===== src/rtl/mem_stage_pkg.sv =====
// rtl/mem_stage_pkg.sv - shared encodings and defaults for the memory-access stage
package mem_stage_pkg;

    localparam logic [7:0] SP_INIT_DEF     = 8'hFF;
    localparam logic [7:0] STACK_FLOOR_DEF = 8'hC0;

    typedef enum logic [1:0] {
        SRC_ALU   = 2'b00,
        SRC_WDATA = 2'b01,
        SRC_SP    = 2'b10,
        SRC_RSVD  = 2'b11
    } mem_src_e;

    typedef enum logic [1:0] {
        PUSH_WDATA = 2'b00,
        PUSH_ALU   = 2'b01,
        PUSH_PC    = 2'b10,
        PUSH_FLAGS = 2'b11
    } push_sel_e;

    function automatic logic [7:0] select_addr(
        input mem_src_e   src,
        input logic [7:0] alu_result,
        input logic [7:0] write_data,
        input logic [7:0] sp
    );
        case (src)
            SRC_WDATA: select_addr = write_data;
            SRC_SP:    select_addr = sp;
            default:   select_addr = alu_result;
        endcase
    endfunction

    function automatic logic [7:0] select_push(
        input push_sel_e  sel,
        input logic [7:0] write_data,
        input logic [7:0] alu_result,
        input logic [7:0] pc_ret,
        input logic [3:0] flags
    );
        case (sel)
            PUSH_ALU:   select_push = alu_result;
            PUSH_PC:    select_push = pc_ret;
            PUSH_FLAGS: select_push = {4'b0000, flags};
            default:    select_push = write_data;
        endcase
    endfunction

endpackage


===== src/rtl/stack_pointer_unit.sv =====
// rtl/stack_pointer_unit.sv - stack pointer register, push/pop qualification and sticky guard flags
// Guard checks are active only when STACK_GUARD_EN is defined.
module stack_pointer_unit
    import mem_stage_pkg::*;
#(
    parameter logic [7:0] SP_INIT     = SP_INIT_DEF,
    parameter logic [7:0] STACK_FLOOR = STACK_FLOOR_DEF
) (
    input  logic       clk,
    input  logic       rst,
    input  logic       stall,
    input  logic       push_req,
    input  logic       pop_req,
    output logic [7:0] sp,
    output logic       push_ok,
    output logic       pop_ok,
    output logic       pop_blocked,
    output logic       stack_ovf,
    output logic       stack_unf
);

`ifdef STACK_GUARD_EN
    localparam bit GUARD = 1'b1;
`else
    localparam bit GUARD = 1'b0;
`endif

    logic legal;
    logic at_floor;
    logic at_top;
    logic push_blocked;

    // Simultaneous push and pop is illegal and touches nothing.
    assign legal        = !stall && !(push_req && pop_req);
    assign at_floor     = (sp == (STACK_FLOOR - 8'd1));
    assign at_top       = (sp == SP_INIT);
    assign push_blocked = GUARD && legal && push_req && at_floor;
    assign pop_blocked  = GUARD && legal && pop_req && at_top;
    assign push_ok      = legal && push_req && !push_blocked;
    assign pop_ok       = legal && pop_req && !pop_blocked;

    always_ff @(posedge clk or posedge rst) begin
        if (rst) begin
            sp <= SP_INIT;
        end else if (push_ok) begin
            sp <= sp - 8'd1;
        end else if (pop_ok) begin
            sp <= sp + 8'd1;
        end
    end

`ifdef STACK_GUARD_EN
    always_ff @(posedge clk or posedge rst) begin
        if (rst) begin
            stack_ovf <= 1'b0;
            stack_unf <= 1'b0;
        end else begin
            if (push_blocked) stack_ovf <= 1'b1;
            if (pop_blocked)  stack_unf <= 1'b1;
        end
    end
`else
    assign stack_ovf = 1'b0;
    assign stack_unf = 1'b0;
`endif

endmodule


===== src/rtl/mem_stage.sv =====
// rtl/mem_stage.sv - MEM stage: data memory, loads/stores, stack push/pop with registered WB outputs
// Optional stack window guard enabled by defining STACK_GUARD_EN.
module mem_stage
    import mem_stage_pkg::*;
#(
    parameter int         ADDR_W      = 8,
    parameter logic [7:0] SP_INIT     = SP_INIT_DEF,
    parameter logic [7:0] STACK_FLOOR = STACK_FLOOR_DEF
) (
    input  logic       clk,
    input  logic       rst,
    input  logic       mem_stall,
    input  logic       mem_mem_read,
    input  logic       mem_mem_write,
    input  logic [7:0] mem_alu_result,
    input  logic [7:0] mem_write_data,
    input  logic [1:0] mem_src_mem,
    input  logic [1:0] stack_push_mux_mem,
    input  logic       stack_pop_mux_mem,
    input  logic       stack_push_mem,
    input  logic       stack_pop_mem,
    input  logic [7:0] mem_pc_ret,
    input  logic [3:0] mem_flags,
    output logic [7:0] wb_read_data,
    output logic [7:0] wb_ret_pc,
    output logic       wb_ret_valid,
    output logic [7:0] sp,
    output logic       stack_ovf,
    output logic       stack_unf
);

    logic [7:0] mem [2**ADDR_W];

    logic       push_ok;
    logic       pop_ok;
    logic       pop_blocked;
    logic       stack_op;
    logic       store_en;
    logic       load_en;
    logic       wr_en;
    logic [7:0] data_addr;
    logic [7:0] push_data;
    logic [7:0] wr_addr;
    logic [7:0] wr_data;
    logic [7:0] pop_addr;

    stack_pointer_unit #(
        .SP_INIT     (SP_INIT),
        .STACK_FLOOR (STACK_FLOOR)
    ) u_spu (
        .clk         (clk),
        .rst         (rst),
        .stall       (mem_stall),
        .push_req    (stack_push_mem),
        .pop_req     (stack_pop_mem),
        .sp          (sp),
        .push_ok     (push_ok),
        .pop_ok      (pop_ok),
        .pop_blocked (pop_blocked),
        .stack_ovf   (stack_ovf),
        .stack_unf   (stack_unf)
    );

    // Any stack request (even an illegal or guarded one) masks ordinary loads and stores.
    assign stack_op  = stack_push_mem || stack_pop_mem;
    assign store_en  = !mem_stall && mem_mem_write && !stack_op;
    assign load_en   = !mem_stall && mem_mem_read && !stack_op;
    assign data_addr = select_addr(mem_src_e'(mem_src_mem), mem_alu_result, mem_write_data, sp);
    assign push_data = select_push(push_sel_e'(stack_push_mux_mem), mem_write_data,
                                   mem_alu_result, mem_pc_ret, mem_flags);
    assign pop_addr  = sp + 8'd1;

    // A write pending when reset arrives is dropped.
    assign wr_en   = (push_ok || store_en) && !rst;
    assign wr_addr = push_ok ? sp : data_addr;
    assign wr_data = push_ok ? push_data : mem_write_data;

    always_ff @(posedge clk) begin
        if (wr_en) begin
            mem[ADDR_W'(wr_addr)] <= wr_data;
        end
    end

    // Reading in the same edge as the write gives read-before-write for store+load.
    always_ff @(posedge clk or posedge rst) begin
        if (rst) begin
            wb_read_data <= 8'h00;
            wb_ret_pc    <= 8'h00;
            wb_ret_valid <= 1'b0;
        end else begin
            wb_ret_valid <= 1'b0;
            if (pop_ok) begin
                wb_read_data <= mem[ADDR_W'(pop_addr)];
                if (stack_pop_mux_mem) begin
                    wb_ret_pc    <= mem[ADDR_W'(pop_addr)];
                    wb_ret_valid <= 1'b1;
                end
            end else if (pop_blocked) begin
                wb_read_data <= 8'h00;
            end else if (load_en) begin
                wb_read_data <= mem[ADDR_W'(data_addr)];
            end
        end
    end

endmodule


===== config.mk =====
export PLATFORM = sky130hd
export DESIGN_NAME = mem_stage
export DESIGN_NICKNAME = d
export VERILOG_FILES = /design/src/rtl/mem_stage_pkg.sv /design/src/rtl/stack_pointer_unit.sv /design/src/rtl/mem_stage.sv
export SDC_FILE = /design/constraint.sdc
export NUM_CORES = 2
export LEC_CHECK = 0
export BUFFER_PORTS_ARGS = -buffer_cell sky130_fd_sc_hd__buf_4
export CAP_MARGIN = 10
export CORE_UTILIZATION = 47
export CTS_CLUSTER_DIAMETER = 80
export DETAILED_ROUTE_END_ITERATION = 8
export PLACE_DENSITY = 0.73
export SLEW_MARGIN = 30
export SYNTH_ARGS = -nofsm -noshare
export SYNTH_HDL_FRONTEND = slang
export SYNTH_HIERARCHICAL = 1
export SYNTH_SLANG_ARGS = --single-unit
export TNS_END_PERCENT = 5

===== constraint.sdc =====
create_clock -name clk -period 7.3 [get_ports clk]
set_input_delay 1.46 -clock clk [delete_from_list [all_inputs] [get_ports clk]]
set_output_delay 1.46 -clock clk [all_outputs]
set_load 0.03 [all_outputs]

==> flow_summary_export.csv <==
group,metric,value,unit
status,status,"finished, final reports clean",
critical_path,rrSetupSlack,1.51,ns
synthesis,yosys_register_bits,2073,
power_and_ir_drop,power.internal,0.02600,W
cts,numCtsBuffers,206,
power_and_ir_drop,clockPowerShare,25.8,%
critical_path,worst-r2r-cell-count,12,
floorplanning,rows,168,
synthesis,synth.most_common_cell,"edfxtp_1",
timing,final.setup.worst_slack,1.513,ns
critical_path,cp-start-kind,"flip-flop",
power_and_ir_drop,powerDensity,381.4,nW/um^2
route,viasPerCell,7.026,
timing,tightest_slew,1.145,ns
route,ant_nets,0,
synthesis,syn_area_per_cell,14.23,sq um
timing,max_slew_margin,23.37,%
worst_hold_path,hold_path_depth,2,
cts,cts_setup_buffers,0,
cts,cts.path.max_buffers,3,
timing,clock.fmax,172.8,MHz
run,cap_violations,0,
floorplanning,die_h,462.1,um
synthesis,synth_cells,6990,
cts,cts-root-buf,"clkbuf_16",
timing,skew,0.04818,ns
power_and_ir_drop,irDropWorstVdd,729.7,uV
power_and_ir_drop,switching_share,39.31,%
final_layout,nets,7227,
timing,hold_ws,0.6403,ns
critical_path,path_max_fanout,40,
cts,cts.repair.resized,0,
route,drt_iter0_markers,13960,
synthesis,ys_warn_count,6,
synthesis,synth_common_cells,"2,048 x edfxtp_1, 1,574 x nand2_1, 724 x mux4_2",
critical_path,cp.arrival,6.54,ns
cts,h-tree-depth,4,
synthesis,async_flop_share,1.206,%
final_layout,area_growth,12.89,%
placed_design,io_buffers,64,
timing,timing.final.max_slew_violations,0,
synthesis,yosys-top-cells-area,"edfxtp_1 62%, mux4_2 16%, nand2_1 5.9%",
final_layout,drive_above_1_share,22.21,%
placed_design,place_ws,0.9710,ns
critical_path,worst-setup-path-type,"flip-flop to flip-flop",
placed_design,dp_hpwl,227.3,mm
power_and_ir_drop,combPwrFrac,42.3,%
placed_design,post_dp_cell_area,105300,sq um
floorplanning,die_w,462.1,um
global_routing,grt_usage,33.25,%
power_and_ir_drop,total_power,0.04284,W
floorplanning,dieArea,213500,sq um
timing,period_needed,5.787,ns
synthesis,synth_edf_count,2048,
synthesis,dominantRegCellSynth,"edfxtp_1",
critical_path,rr_endpoint,"wb_read_data[0]$_DFFE_PP0P_",
floorplanning,core,210000,sq um
critical_path,reg2reg_from,"u_spu/sp[0]$_DFFE_PP1P_",
power_and_ir_drop,leakage,37.06,nW
cts,clk_pin_slew,0.06,ns
global_routing,gr-total-overflow,0,
cts,clk_latency,0.91,ns
floorplanning,io_pins,67,
worst_hold_path,worst_hold_path.endpoint,"wb_ret_pc[4]$_DFFE_PP0P_",
global_routing,grt_pass1_vias,69090,
synthesis,yosysUniqueCellTypes,81,
worst_hold_path,min_path_type,"flip-flop to flip-flop",
synthesis,yosysTopAreaCellShare,61.81,%
timing,final-setup-viol-count,0,
power_and_ir_drop,power_frac_seq,31.8,%
floorplanning,initial_core_util,47.38,%
worst_hold_path,min-delay-start,"wb_ret_pc[4]$_DFFE_PP0P_",
global_routing,grt_pass1_wl,503.8,mm
critical_path,critPathRequiredTime,8.06,ns
power_and_ir_drop,power.switching,0.01684,W
timing,fin_setup_tns,0,ns
synthesis,syn-cell-area,99490,sq um
route,wl,356.6,mm
cts,cts.sinks,2073,
global_routing,grt_max_degree,150,
timing,grt_setup_unrepaired,"no",
cts,cts_hold_buffers,0,
route,drc,0,
final_layout,final_cell_area,112300,sq um
route,wl_per_cell,35.02,um
synthesis,ys_seq_area_share,62.45,%
critical_path,worstSetupEndpointType,"flip-flop",
cts,cts_tree,"built",
route,vias,71540,
global_routing,antenna_found_initial,32,
timing,fin_crit_sh,79.27,%
placed_design,routabilityCongestion,1.060,
timing,finalHoldViolCount,0,
synthesis,synth_top_area_cell,"edfxtp_1",
route,first_pass_iters,9,
==> worst max path at each step <==
stage / end / cells after the start / from
floorplan: mem[0][6]$_DFFE_PP_ / 6 / mem_stall
global placement: wb_read_data[7]$_DFFE_PP0P_ / 14 / mem_src_mem[0]
detailed placement: wb_read_data[7]$_DFFE_PP0P_ / 15 / mem_src_mem[0]
CTS: wb_read_data[7]$_DFFE_PP0P_ / 15 / mem_src_mem[0]
global route: wb_read_data[7]$_DFFE_PP0P_ / 15 / mem_src_mem[0]
finish: wb_read_data[0]$_DFFE_PP0P_ / 12 / u_spu/sp[0]$_DFFE_PP1P_
==> layout make-up <==
type,instances,area [sq um]
clock buffer,251,5365
inverter,11,42.54
multi-input combinational,4369,34970
fill,16440,97670
clock inverter,134,1603
tap,2805,3510
timing repair buffer,522,4649
sequential,2073,62140
antenna,18,45.04
==> power by group through the flow <==
| stage | Sequential, W | Combinational (W) | Clock (W) |
|---|---|---|---|
| floorplan | 0.0137 | 0.0108 | 0 |
| global placement | 0.0139 | 0.0170 | 0 |
| detailed placement | 0.0139 | 0.0172 | 0 |
| CTS | 0.0136 | 0.0173 | 0.0111 |
| global route | 0.0136 | 0.0183 | 0.0115 |
| finish | 0.0136 | 0.0181 | 0.0111 |
==> layer usage <==
metal  global-route usage (%)  wire, um  up-vias
li1                         -         -    27830
met1                    41.17    113900    35380
met2                    47.87    152200     6737
met3                    13.18     59300     1552
met4                    22.80     30800       42
met5                        0       363        -
==> metrics by stage <==
stage                     utilization, %  std cells
after floorplan                        -       6992
after global placement             50.11       9778
after detailed placement           50.12       9779
after CTS                          53.44      10160
after global routing               53.47      10170
final                              53.49      10180
==> layout by cell type, fill, tap and decap left out, drive strengths merged, types with 92 or more instances in the layout <==
cell,count
buf,522
edfxtp,2048
nand3,483
clkbuf,251
a31oi,144
nand2,1575
and3,108
nor2,338
a21oi,235
o21ai,96
clkinv,92
mux4,724
==> registers in the layout (all words and copies together) (netlist names) <==
name          cells
mem            2048
wb_ret_pc         8
u_spu/sp          8
wb_read_data      8
wb_ret_valid      1
==> critical path, cell delays in order, from the launching register on <==
cell and delay [ns]:
dfstp_4 1.07, ha_4 0.73, buf_12 0.38, buf_4 0.40
buf_4 0.23, mux4_2 0.30, nand2_1 0.09, a31oi_1 0.33
a221oi_1 0.64, and4_1 0.69, nor2_1 0.14, a2111oi_1 0.42
a21oi_1 0.12
==> logic make-up (layout without fill, tap and decap cells) <==
logic type	Yosys count	after routing	share of synthesized area, %
AND/OR/NAND/NOR	2644	2644	11.22
flip-flops	2073	2073	62.45
AO/OA/AOI/OAI	874	874	5.875
multiplexers	826	826	17.44
buffers and inverters	550	918	2.774
XOR/XNOR	18	18	0.1849
adder cells (fa/ha/maj)	4	4	0.05031
other	1	21	0.003769
No activity file was read; power rests on OpenSTA's default activity.
